--- src/rtl/note_player.sv ---
// Plays one note as a square wave for a number of beats and then pulses note_done.
// The tone half-period comes from a 12-entry semitone table shifted right by the octave.
module note_player #(
    parameter int BEAT_DIV = 1000000
) (
    input  logic       clk,
    input  logic       reset,
    input  logic       play,
    input  logic [5:0] note,
    input  logic [5:0] duration,
    input  logic       new_note,
    output logic       note_done,
    output logic       audio_out,
    output logic       busy
);

    localparam int BW = $clog2(BEAT_DIV);
    localparam logic [BW-1:0] BEAT_LAST = BW'(BEAT_DIV - 1);

    typedef enum logic [1:0] {IDLE, PLAY, DONE} state_t;

    state_t          r_state;
    logic [5:0]      r_cur_note;
    logic [5:0]      r_rem_beats;
    logic [BW-1:0]   r_beat_cnt;
    logic [13:0]     r_tone_cnt;
    logic            r_phase;
    logic            r_audio;
    logic            r_done;
    logic            r_busy;

    logic [5:0]      w_idx;
    logic [2:0]      w_oct;
    logic [3:0]      w_semi;
    logic [13:0]     w_base;
    logic [13:0]     w_half;
    logic            w_tone_on;
    logic            w_beat_wrap;
    logic            w_tone_wrap;
    logic            w_phase_nxt;

    // Octave/semitone split of the pitch index, done with range compares instead of a divider.
    always_comb begin
        w_idx  = r_cur_note - 6'd1;
        w_oct  = 3'd0;
        w_semi = w_idx[3:0];
        if (w_idx >= 6'd60) begin
            w_oct  = 3'd5;
            w_semi = 4'(w_idx - 6'd60);
        end else if (w_idx >= 6'd48) begin
            w_oct  = 3'd4;
            w_semi = 4'(w_idx - 6'd48);
        end else if (w_idx >= 6'd36) begin
            w_oct  = 3'd3;
            w_semi = 4'(w_idx - 6'd36);
        end else if (w_idx >= 6'd24) begin
            w_oct  = 3'd2;
            w_semi = 4'(w_idx - 6'd24);
        end else if (w_idx >= 6'd12) begin
            w_oct  = 3'd1;
            w_semi = 4'(w_idx - 6'd12);
        end
    end

    always_comb begin
        case (w_semi)
            4'd0:    w_base = 14'd9091;
            4'd1:    w_base = 14'd8581;
            4'd2:    w_base = 14'd8099;
            4'd3:    w_base = 14'd7645;
            4'd4:    w_base = 14'd7215;
            4'd5:    w_base = 14'd6810;
            4'd6:    w_base = 14'd6428;
            4'd7:    w_base = 14'd6067;
            4'd8:    w_base = 14'd5727;
            4'd9:    w_base = 14'd5405;
            4'd10:   w_base = 14'd5102;
            default: w_base = 14'd4816;
        endcase
    end

    assign w_half      = w_base >> w_oct;
    assign w_tone_on   = (r_cur_note != 6'd0);
    assign w_beat_wrap = (r_beat_cnt == BEAT_LAST);
    assign w_tone_wrap = (r_tone_cnt == w_half - 14'd1);
    assign w_phase_nxt = r_phase ^ (w_tone_on & w_tone_wrap);

    always_ff @(posedge clk or negedge reset) begin
        if (!reset) begin
            r_state     <= IDLE;
            r_cur_note  <= 6'd0;
            r_rem_beats <= 6'd0;
            r_beat_cnt  <= '0;
            r_tone_cnt  <= 14'd0;
            r_phase     <= 1'b0;
            r_audio     <= 1'b0;
            r_done      <= 1'b0;
            r_busy      <= 1'b0;
        end else begin
            r_done <= 1'b0;
            case (r_state)
                IDLE: begin
                    if (new_note) begin
                        r_cur_note  <= note;
                        r_rem_beats <= duration;
                        r_beat_cnt  <= '0;
                        r_tone_cnt  <= 14'd0;
                        r_phase     <= 1'b0;
                        r_audio     <= 1'b0;
                        r_busy      <= 1'b1;
                        if (duration == 6'd0) begin
                            r_state <= DONE;
                            r_done  <= 1'b1;
                        end else begin
                            r_state <= PLAY;
                        end
                    end
                end
                PLAY: begin
                    if (play) begin
                        r_beat_cnt <= w_beat_wrap ? '0 : r_beat_cnt + BW'(1);
                        if (w_tone_on) begin
                            r_tone_cnt <= w_tone_wrap ? 14'd0 : r_tone_cnt + 14'd1;
                            r_phase    <= w_phase_nxt;
                        end
                        if (w_beat_wrap) begin
                            r_rem_beats <= r_rem_beats - 6'd1;
                        end
                        if (w_beat_wrap && r_rem_beats == 6'd1) begin
                            r_state <= DONE;
                            r_done  <= 1'b1;
                            r_audio <= 1'b0;
                        end else begin
                            r_audio <= w_phase_nxt;
                        end
                    end else begin
                        // Paused: counters and phase hold, output is muted.
                        r_audio <= 1'b0;
                    end
                end
                DONE: begin
                    r_state <= IDLE;
                    r_busy  <= 1'b0;
                    r_audio <= 1'b0;
                end
                default: begin
                    r_state <= IDLE;
                    r_busy  <= 1'b0;
                    r_audio <= 1'b0;
                end
            endcase
        end
    end

    assign note_done = r_done;
    assign audio_out = r_audio;
    assign busy      = r_busy;

endmodule

--- config.mk ---
export PLATFORM = sky130hd
export DESIGN_NAME = note_player
export DESIGN_NICKNAME = d
export VERILOG_FILES = /design/src/rtl/note_player.sv
export SDC_FILE = /design/constraint.sdc
export NUM_CORES = 1
export LEC_CHECK = 0
export BUFFER_PORTS_ARGS = -buffer_cell sky130_fd_sc_hd__buf_2
export CORE_ASPECT_RATIO = 0.6
export CORE_UTILIZATION = 50
export CTS_CLUSTER_SIZE = 40
export DETAILED_ROUTE_END_ITERATION = 6
export PLACE_DENSITY = 0.73
export RECOVER_POWER = 25
export SYNTH_ARGS = -nofsm -noshare
export SYNTH_HDL_FRONTEND = slang
export SYNTH_SLANG_ARGS = --single-unit
--- constraint.sdc ---
create_clock -name clk -period 12 [get_ports clk]
set_clock_uncertainty 0.1 [all_clocks]
set_input_delay 1.2 -clock clk [delete_from_list [all_inputs] [get_ports clk]]
set_output_delay 1.2 -clock clk [all_outputs]
set_load 0.02 [all_outputs]
---- Word level (Yosys, flattened, before mapping) ----
Memories as Yosys holds them, arrays and structs flattened.
Cells that the tools add are included.
storage, ports and cells
  register bits ........................... 52
  ROM bits ................................ 224
  input port bits ......................... 16
  output and inout port bits .............. 3
  word-level logic and storage cells ...... 91
  memories ................................ 1
operators by class
  add/sub/neg operators ................... 10
  magnitude comparators ................... 5
  equality and inequality tests ........... 9
  shift-type cells ........................ 1
  mux-type cells .......................... 42
  bitwise logic cells ..................... 3
  reductions and logical operators ........ 11
memory list
  memory            depth  width  rd ports  clocked after memory_dff  wr ports  RTL line  text
  (name not given)  16     14     1         0                         0         66        case (w_semi)
operators by type and width
  cell                                                                                  number
  20-bit two-way mux                                                                    3
  14-bit two-way mux                                                                    4
  20-bit one-hot mux with 2 select lines                                                1
  14-bit one-hot mux with 2 select lines                                                1
  20-bit by 1-bit adder with 20-bit output (second input constant)                      1
  20-bit equality test (second input constant)                                          1
  4-bit two-way mux                                                                     5
  6-bit greater-or-equal comparator (second input constant)                             3
  6-bit two-way mux                                                                     3
  14-bit by 1-bit adder with 14-bit output (second input constant)                      1
  14-bit equality test                                                                  1
  14-bit by 3-bit right shift with 14-bit output                                        1
  14-bit by 1-bit subtractor with 14-bit output (second input constant)                 1
  2-bit two-way mux                                                                     6
  6-bit one-hot mux with 2 select lines                                                 1
  4-bit subtractor (second input constant)                                              3
  6-bit by 1-bit subtractor with 6-bit output (second input constant)                   2
  1-bit two-way mux                                                                     11
  2-bit != test (second input constant)                                                 5
  1-bit one-hot mux with 2 select lines                                                 4
  4-bit AND reduction                                                                   2
  6-bit by 1-bit equality test with 1-bit output (second input constant)                1
  6-bit by 4-bit greater-or-equal comparator with 1-bit output (second input constant)  1
  6-bit by 5-bit greater-or-equal comparator with 1-bit output (second input constant)  1
  other kinds (15)                                                                      18

---- Longest topological paths before layout ----
An unclocked memory read counts as a cell.
  word-level depth ........................ 16
  depth in mapped cells ................... 29
  depth with buffers taken out ............ 24

---- Worst setup path after synthesis ----
Ideal clock, no wire load.
  kind .................................... reg2reg
  start point ............................. register r_cur_note[0]
  end point ............................... register r_audio, in the netlist audio_out
  setup time .............................. 0.131 ns
  arrival time ............................ 5.740 ns
  data required time ...................... 11.769 ns
  slack ................................... 6.029 ns
  stages on the path, launching flop included .. 27
  buffers on the path ..................... 3
  clock period less this slack ............ 5.971 ns
  cell sequence ........................... dfrtp_1 -> buf_6 -> inv_1 -> ha_1 -> xor2_1 -> clkbuf_1 -> ha_1 -> nor2b_1 -> mux2i_1 -> a21oi_2 -> a21oi_1 -> ha_1 -> a21oi_2 -> a21oi_1 -> and2_1 -> nor4_2 -> inv_1 -> ha_1 -> xnor2_1 -> a31oi_1 -> o2111a_1 -> nand4_1 -> a311oi_2 -> and3_1 -> buf_6 -> nor2_1 -> or3_1
between the ends
  word-level cells in the longest chain between the ends .. 16
  elaborated cells between the ends (all ways) .. 31
  those cells by class .................... 7 x add/sub; 5 x order compare; 1 x eq/ne; 1 x shift; 13 x mux; 2 x bitwise; 1 x reduce/logical; 1 x memory
RTL lines
  what                                                                                              RTL line    text
  start: declaration                                                                                23          logic [5:0] r_cur_note;
  start signal: assignment                                                                          104         r_cur_note <= note;
  6-bit by 1-bit subtractor with 6-bit output                                                       44          w_idx = r_cur_note - 6'd1;
  6-bit by 4-bit greater-or-equal comparator with 1-bit output or 4-bit subtractor (tied branches)  59, 49, 61
  4-bit two-way mux                                                                                 59          end else if (w_idx >= 6'd12) begin
  4-bit two-way mux                                                                                 56          end else if (w_idx >= 6'd24) begin
  4-bit two-way mux                                                                                 53          end else if (w_idx >= 6'd36) begin
  4-bit two-way mux                                                                                 50          end else if (w_idx >= 6'd48) begin
  4-bit two-way mux                                                                                 47          if (w_idx >= 6'd60) begin
  memory read 16 x 14 bit                                                                           --
  14-bit by 3-bit right shift with 14-bit output                                                    82          assign w_half = w_base >> w_oct;
  14-bit by 1-bit subtractor with 14-bit output                                                     85          assign w_tone_wrap = (r_tone_cnt == w_half - 14'd1);
  14-bit equality test                                                                              85
  1-bit bitwise AND (*)                                                                             86          assign w_phase_nxt = r_phase ^ (w_tone_on & w_tone_wrap);
  1-bit XOR (*)                                                                                     86
  1-bit two-way mux (*)                                                                             129         if (w_beat_wrap && r_rem_beats == 6'd1) begin
  1-bit two-way mux (*)                                                                             120         if (play) begin
  1-bit one-hot mux with 2 select lines (*)                                                         101         case (r_state)
  end signal: assignment                                                                            134         r_audio <= w_phase_nxt;
  end: declaration                                                                                  28          logic r_audio;
Every way passes the cells marked *; elsewhere a longest branch is shown, timed or not.
A chain may end at the register's enable or synchronous reset.

---- Worst setup path after layout ----
  start point ............................. register r_cur_note[0]
  end point ............................... register r_tone_cnt[7]
between the ends
  word-level cells in the longest chain between the ends .. 15
  elaborated cells between the ends (all ways) .. 32
  those cells by class .................... 7 x add/sub; 5 x order compare; 2 x eq/ne; 1 x shift; 14 x mux; 2 x reduce/logical; 1 x memory
RTL lines
  what                                                                                              RTL line    text
  6-bit by 1-bit subtractor with 6-bit output                                                       44
  6-bit by 4-bit greater-or-equal comparator with 1-bit output or 4-bit subtractor (tied branches)  59, 49, 61
  4-bit two-way mux                                                                                 59
  4-bit two-way mux                                                                                 56
  4-bit two-way mux                                                                                 53
  4-bit two-way mux                                                                                 50
  4-bit two-way mux                                                                                 47
  memory read 16 x 14 bit                                                                           --
  14-bit by 3-bit right shift with 14-bit output                                                    82
  14-bit by 1-bit subtractor with 14-bit output                                                     85
  14-bit equality test                                                                              85
  14-bit two-way mux                                                                                123         r_tone_cnt <= w_tone_wrap ? 14'd0 : r_tone_cnt + 14'd1;
  14-bit two-way mux                                                                                122         if (w_tone_on) begin
  14-bit two-way mux                                                                                120
  14-bit one-hot mux with 2 select lines                                                            101
  end signal: assignment                                                                            123
  end: declaration                                                                                  26          logic [13:0] r_tone_cnt;
Several ways; a longest one is shown, not always the timed one. The select of a mux whose other input is x is not followed.

==> run_results.csv <==
group,metric,value,unit
power,power_density,86.4,nW/um2
cells_and_area,diodes,0,
place,dp_slack,4.79,ns
grt,antenna_found_initial,0,
sta,finalHoldViolCount,0,
synthesis,syn-num-nets,620,
die,core_area,9160,um2
sta,tightest_slew,2.83,ns
sta,fin_crit_sh,62.3,%
setup_path,required,12.07,ns
status,violations,"capacitance limit, slew limit",
cts,cts-resized-gates,0,
grt,grt_max_degree,53,
setup_path,reg2reg_slack,4.52,ns
status,status,"finished, violations left",
route,vias,4735,
die,die_area,9840,um2
synthesis,synth_largest_area_cell,"dfrtp_1",
synthesis,ys_ff_latch,52,
place,detailed_place_hpwl,9770,um
grt,grt_pass1_wl,21900,um
sta,relSlewSlack,-88.6,%
route,wl_per_cell,18.3,um
sta,fin_hold_ws,0.400,ns
route,route.detailed.drc,0,
power,power.total,0.433,mW
route,dr.first_iter.drc_count,570,
synthesis,syn-cell-area,4720,um2
sta,min_period,7.48,ns
sta,slew_violations,53,
cts,postCtsSetupRepairBufs,0,
synthesis,synthFlopType,"dfrtp_1",
cts,clockRootBuffer,"clkbuf_16",
power,ir_worst_vdd,102,uV
setup_path,end_kind,"flop",
worst_hold_path,hold_path.class,"flop to flop",
die,die_w,127,um
synthesis,synthTopCellsByCount,"70 x nand2_1, 54 x nor2_1, 53 x o21ai_0, 52 x dfrtp_1, 29 x a21oi_1",
die,ios,19,
synthesis,synth_cells,589,
sta,fmax,134,MHz
die,num_rows,27,
cts,cts_buffers,5,
cells_and_area,layout-drive-gt1-share,11.5,%
cts,cts_tree,"done",
setup_path,crit_path_start_kind,"flop",
cts,cts.clk_slew.worst_paths,0.07,ns
synthesis,synthTopCellsByArea,"dfrtp_1 28%, o21ai_0 5.6%, nand2_1 5.6%",
sta,timing.final.ws_setup,4.52,ns
synthesis,async_flop_share,100,%
synthesis,synth.distinct_cells,90,
run,maxCapViolCount,1,
synthesis,syn_area_per_cell,8.01,um2
sta,setup_viol,0,
route,ant_nets,0,
place,gp_congestion,0.945,
cts,htreeDepth,2,
cells_and_area,nFillCells,860,
cts,clock_latency,0.30,ns
setup_path,path_max_fanout,20,
synthesis,seq_area_frac_synth,27.6,%
sta,rsz0062_at_grt,"no",
cts,ctsHoldBuffers,0,
synthesis,ys_warn_count,0,
setup_path,arrival,7.55,ns
synthesis,synth_most_common_cell,"nand2_1",
place,port_buffers,18,
setup_path,critPathKind,"flop to flop",
sta,tns,0,ns
route,wirelength,13200,um
route,route.detailed.vias_per_inst,6.59,
grt,grt_pass1_vias,4211,
cells_and_area,finalNetCount,619,
grt,grt.total_usage,28.3,%
power,p_leak,2.10,nW
cts,max-clock-path-buffers,2,
grt,grt_overflow_total,0,
die,die_height,77.3,um
route,firstDrtPassIters,7,
synthesis,yosysTopAreaCellShare,27.6,%
synthesis,synth_edf_count,0,
cells_and_area,syn_to_final_growth,6.23,%
place,place_area,4840,um2
die,initial_core_util,51.6,%
cts,clock_sinks,52,
cells_and_area,finalInstanceArea,5010,um2
-- final cells by class --
cell class | instances | area [um2] | share of cell area, %
multi-input cells | 488 | 3180 | 63.5
flip-flops and latches | 52 | 1300 | 26.0
well taps | 130 | 163 | 3.24
clock buffers | 6 | 139 | 2.77
repair buffers | 23 | 123 | 2.45
inverters | 18 | 67.6 | 1.35
clock inverters | 2 | 38.8 | 0.774
-- state kept, by name, summed over array words and instances (netlist names) --
register / count
r_beat_cnt: 20
r_tone_cnt: 14
r_cur_note: 6
r_rem_beats: 6
r_state: 2
audio_out: 1
busy: 1
note_done: 1
r_phase: 1
-- stage by stage --
stage                     cells  util [%]
after floorplan             589         -
final                       719      54.8
after CTS                   719      54.8
after detailed placement    711      52.9
after global routing        719      54.8
after global placement      711      52.9
-- power by group --
| part | total, mW | leakage, nW | internal, mW | switching [mW] |
|---|---|---|---|---|
| clock network | 0.169 | 0.0871 | 0.105 | 0.0644 |
| logic | 0.0512 | 1.33 | 0.0233 | 0.0279 |
| registers | 0.213 | 0.680 | 0.190 | 0.0233 |
| total | 0.433 | 2.10 | 0.318 | 0.116 |
-- layer usage --
metal	global-route usage [%]	part of all wire, %
met3	9.14	11
met2	36.2	39
met1	44.6	49
met5	0	0
met4	5.83	0.87
-- worst paths after layout --
path	cells past startpoint	start	end
min in group asynchronous	2	reset	r_tone_cnt[4]$_DFFE_PN0P_
max in group asynchronous	2	reset	r_rem_beats[5]$_DFFE_PN0P_
hold reg to reg	1	r_beat_cnt[17]$_DFFE_PN0P_	r_beat_cnt[17]$_DFFE_PN0P_
setup / recovery	23	r_cur_note[0]$_DFFE_PN0P_	r_tone_cnt[7]$_DFFE_PN0P_
hold / removal	1	r_beat_cnt[17]$_DFFE_PN0P_	r_beat_cnt[17]$_DFFE_PN0P_
setup reg to reg	23	r_cur_note[0]$_DFFE_PN0P_	r_tone_cnt[7]$_DFFE_PN0P_
-- cell families after synthesis --
kind of cell	Yosys count	share of synthesized area, %
flops	52	27.6
simple gates	249	27.9
fa+ha+maj	15	3.98
xor+xnor	17	3.31
mux	11	2.41
buf+inv	49	5.01
compound gates	196	29.8
-- layout by cell type (no fill, tap or decap), types with 6 or more instances in the layout --
master,instances
xor2_1,6
a221oi_1,11
buf_2,17
nand2_1,70
nand3_1,21
or3_1,12
ha_1,15
a21o_1,10
mux2i_1,8
o21ai_0,53
inv_1,17
a31oi_1,17
nand2b_1,10
a21oi_1,29
and2_1,7
nand4_1,8
nor2_1,54
nor3_1,20
xnor2_1,10
and3_1,7
dfrtp_1,52
-- critical path, cell delays in order (launching register included) --
cell and delay, ns:
dfrtp_1 0.65, inv_1 0.22, ha_1 0.31, xor2_1 0.16
buf_4 0.22, inv_1 0.31, ha_1 0.22, a21boi_0 0.55
mux2i_1 0.33, o22ai_1 0.23, nor2_2 0.65, mux2i_1 0.21
o2111a_1 0.20, nor4_2 0.54, inv_1 0.10, ha_1 0.33
xnor2_1 0.13, a31oi_1 0.14, o2111a_1 0.21, nand4_1 0.12
a311oi_2 0.25, and3_1 0.60, a21oi_2 0.20, a311o_1 0.36
No activity file was read; power rests on OpenSTA's default activity.
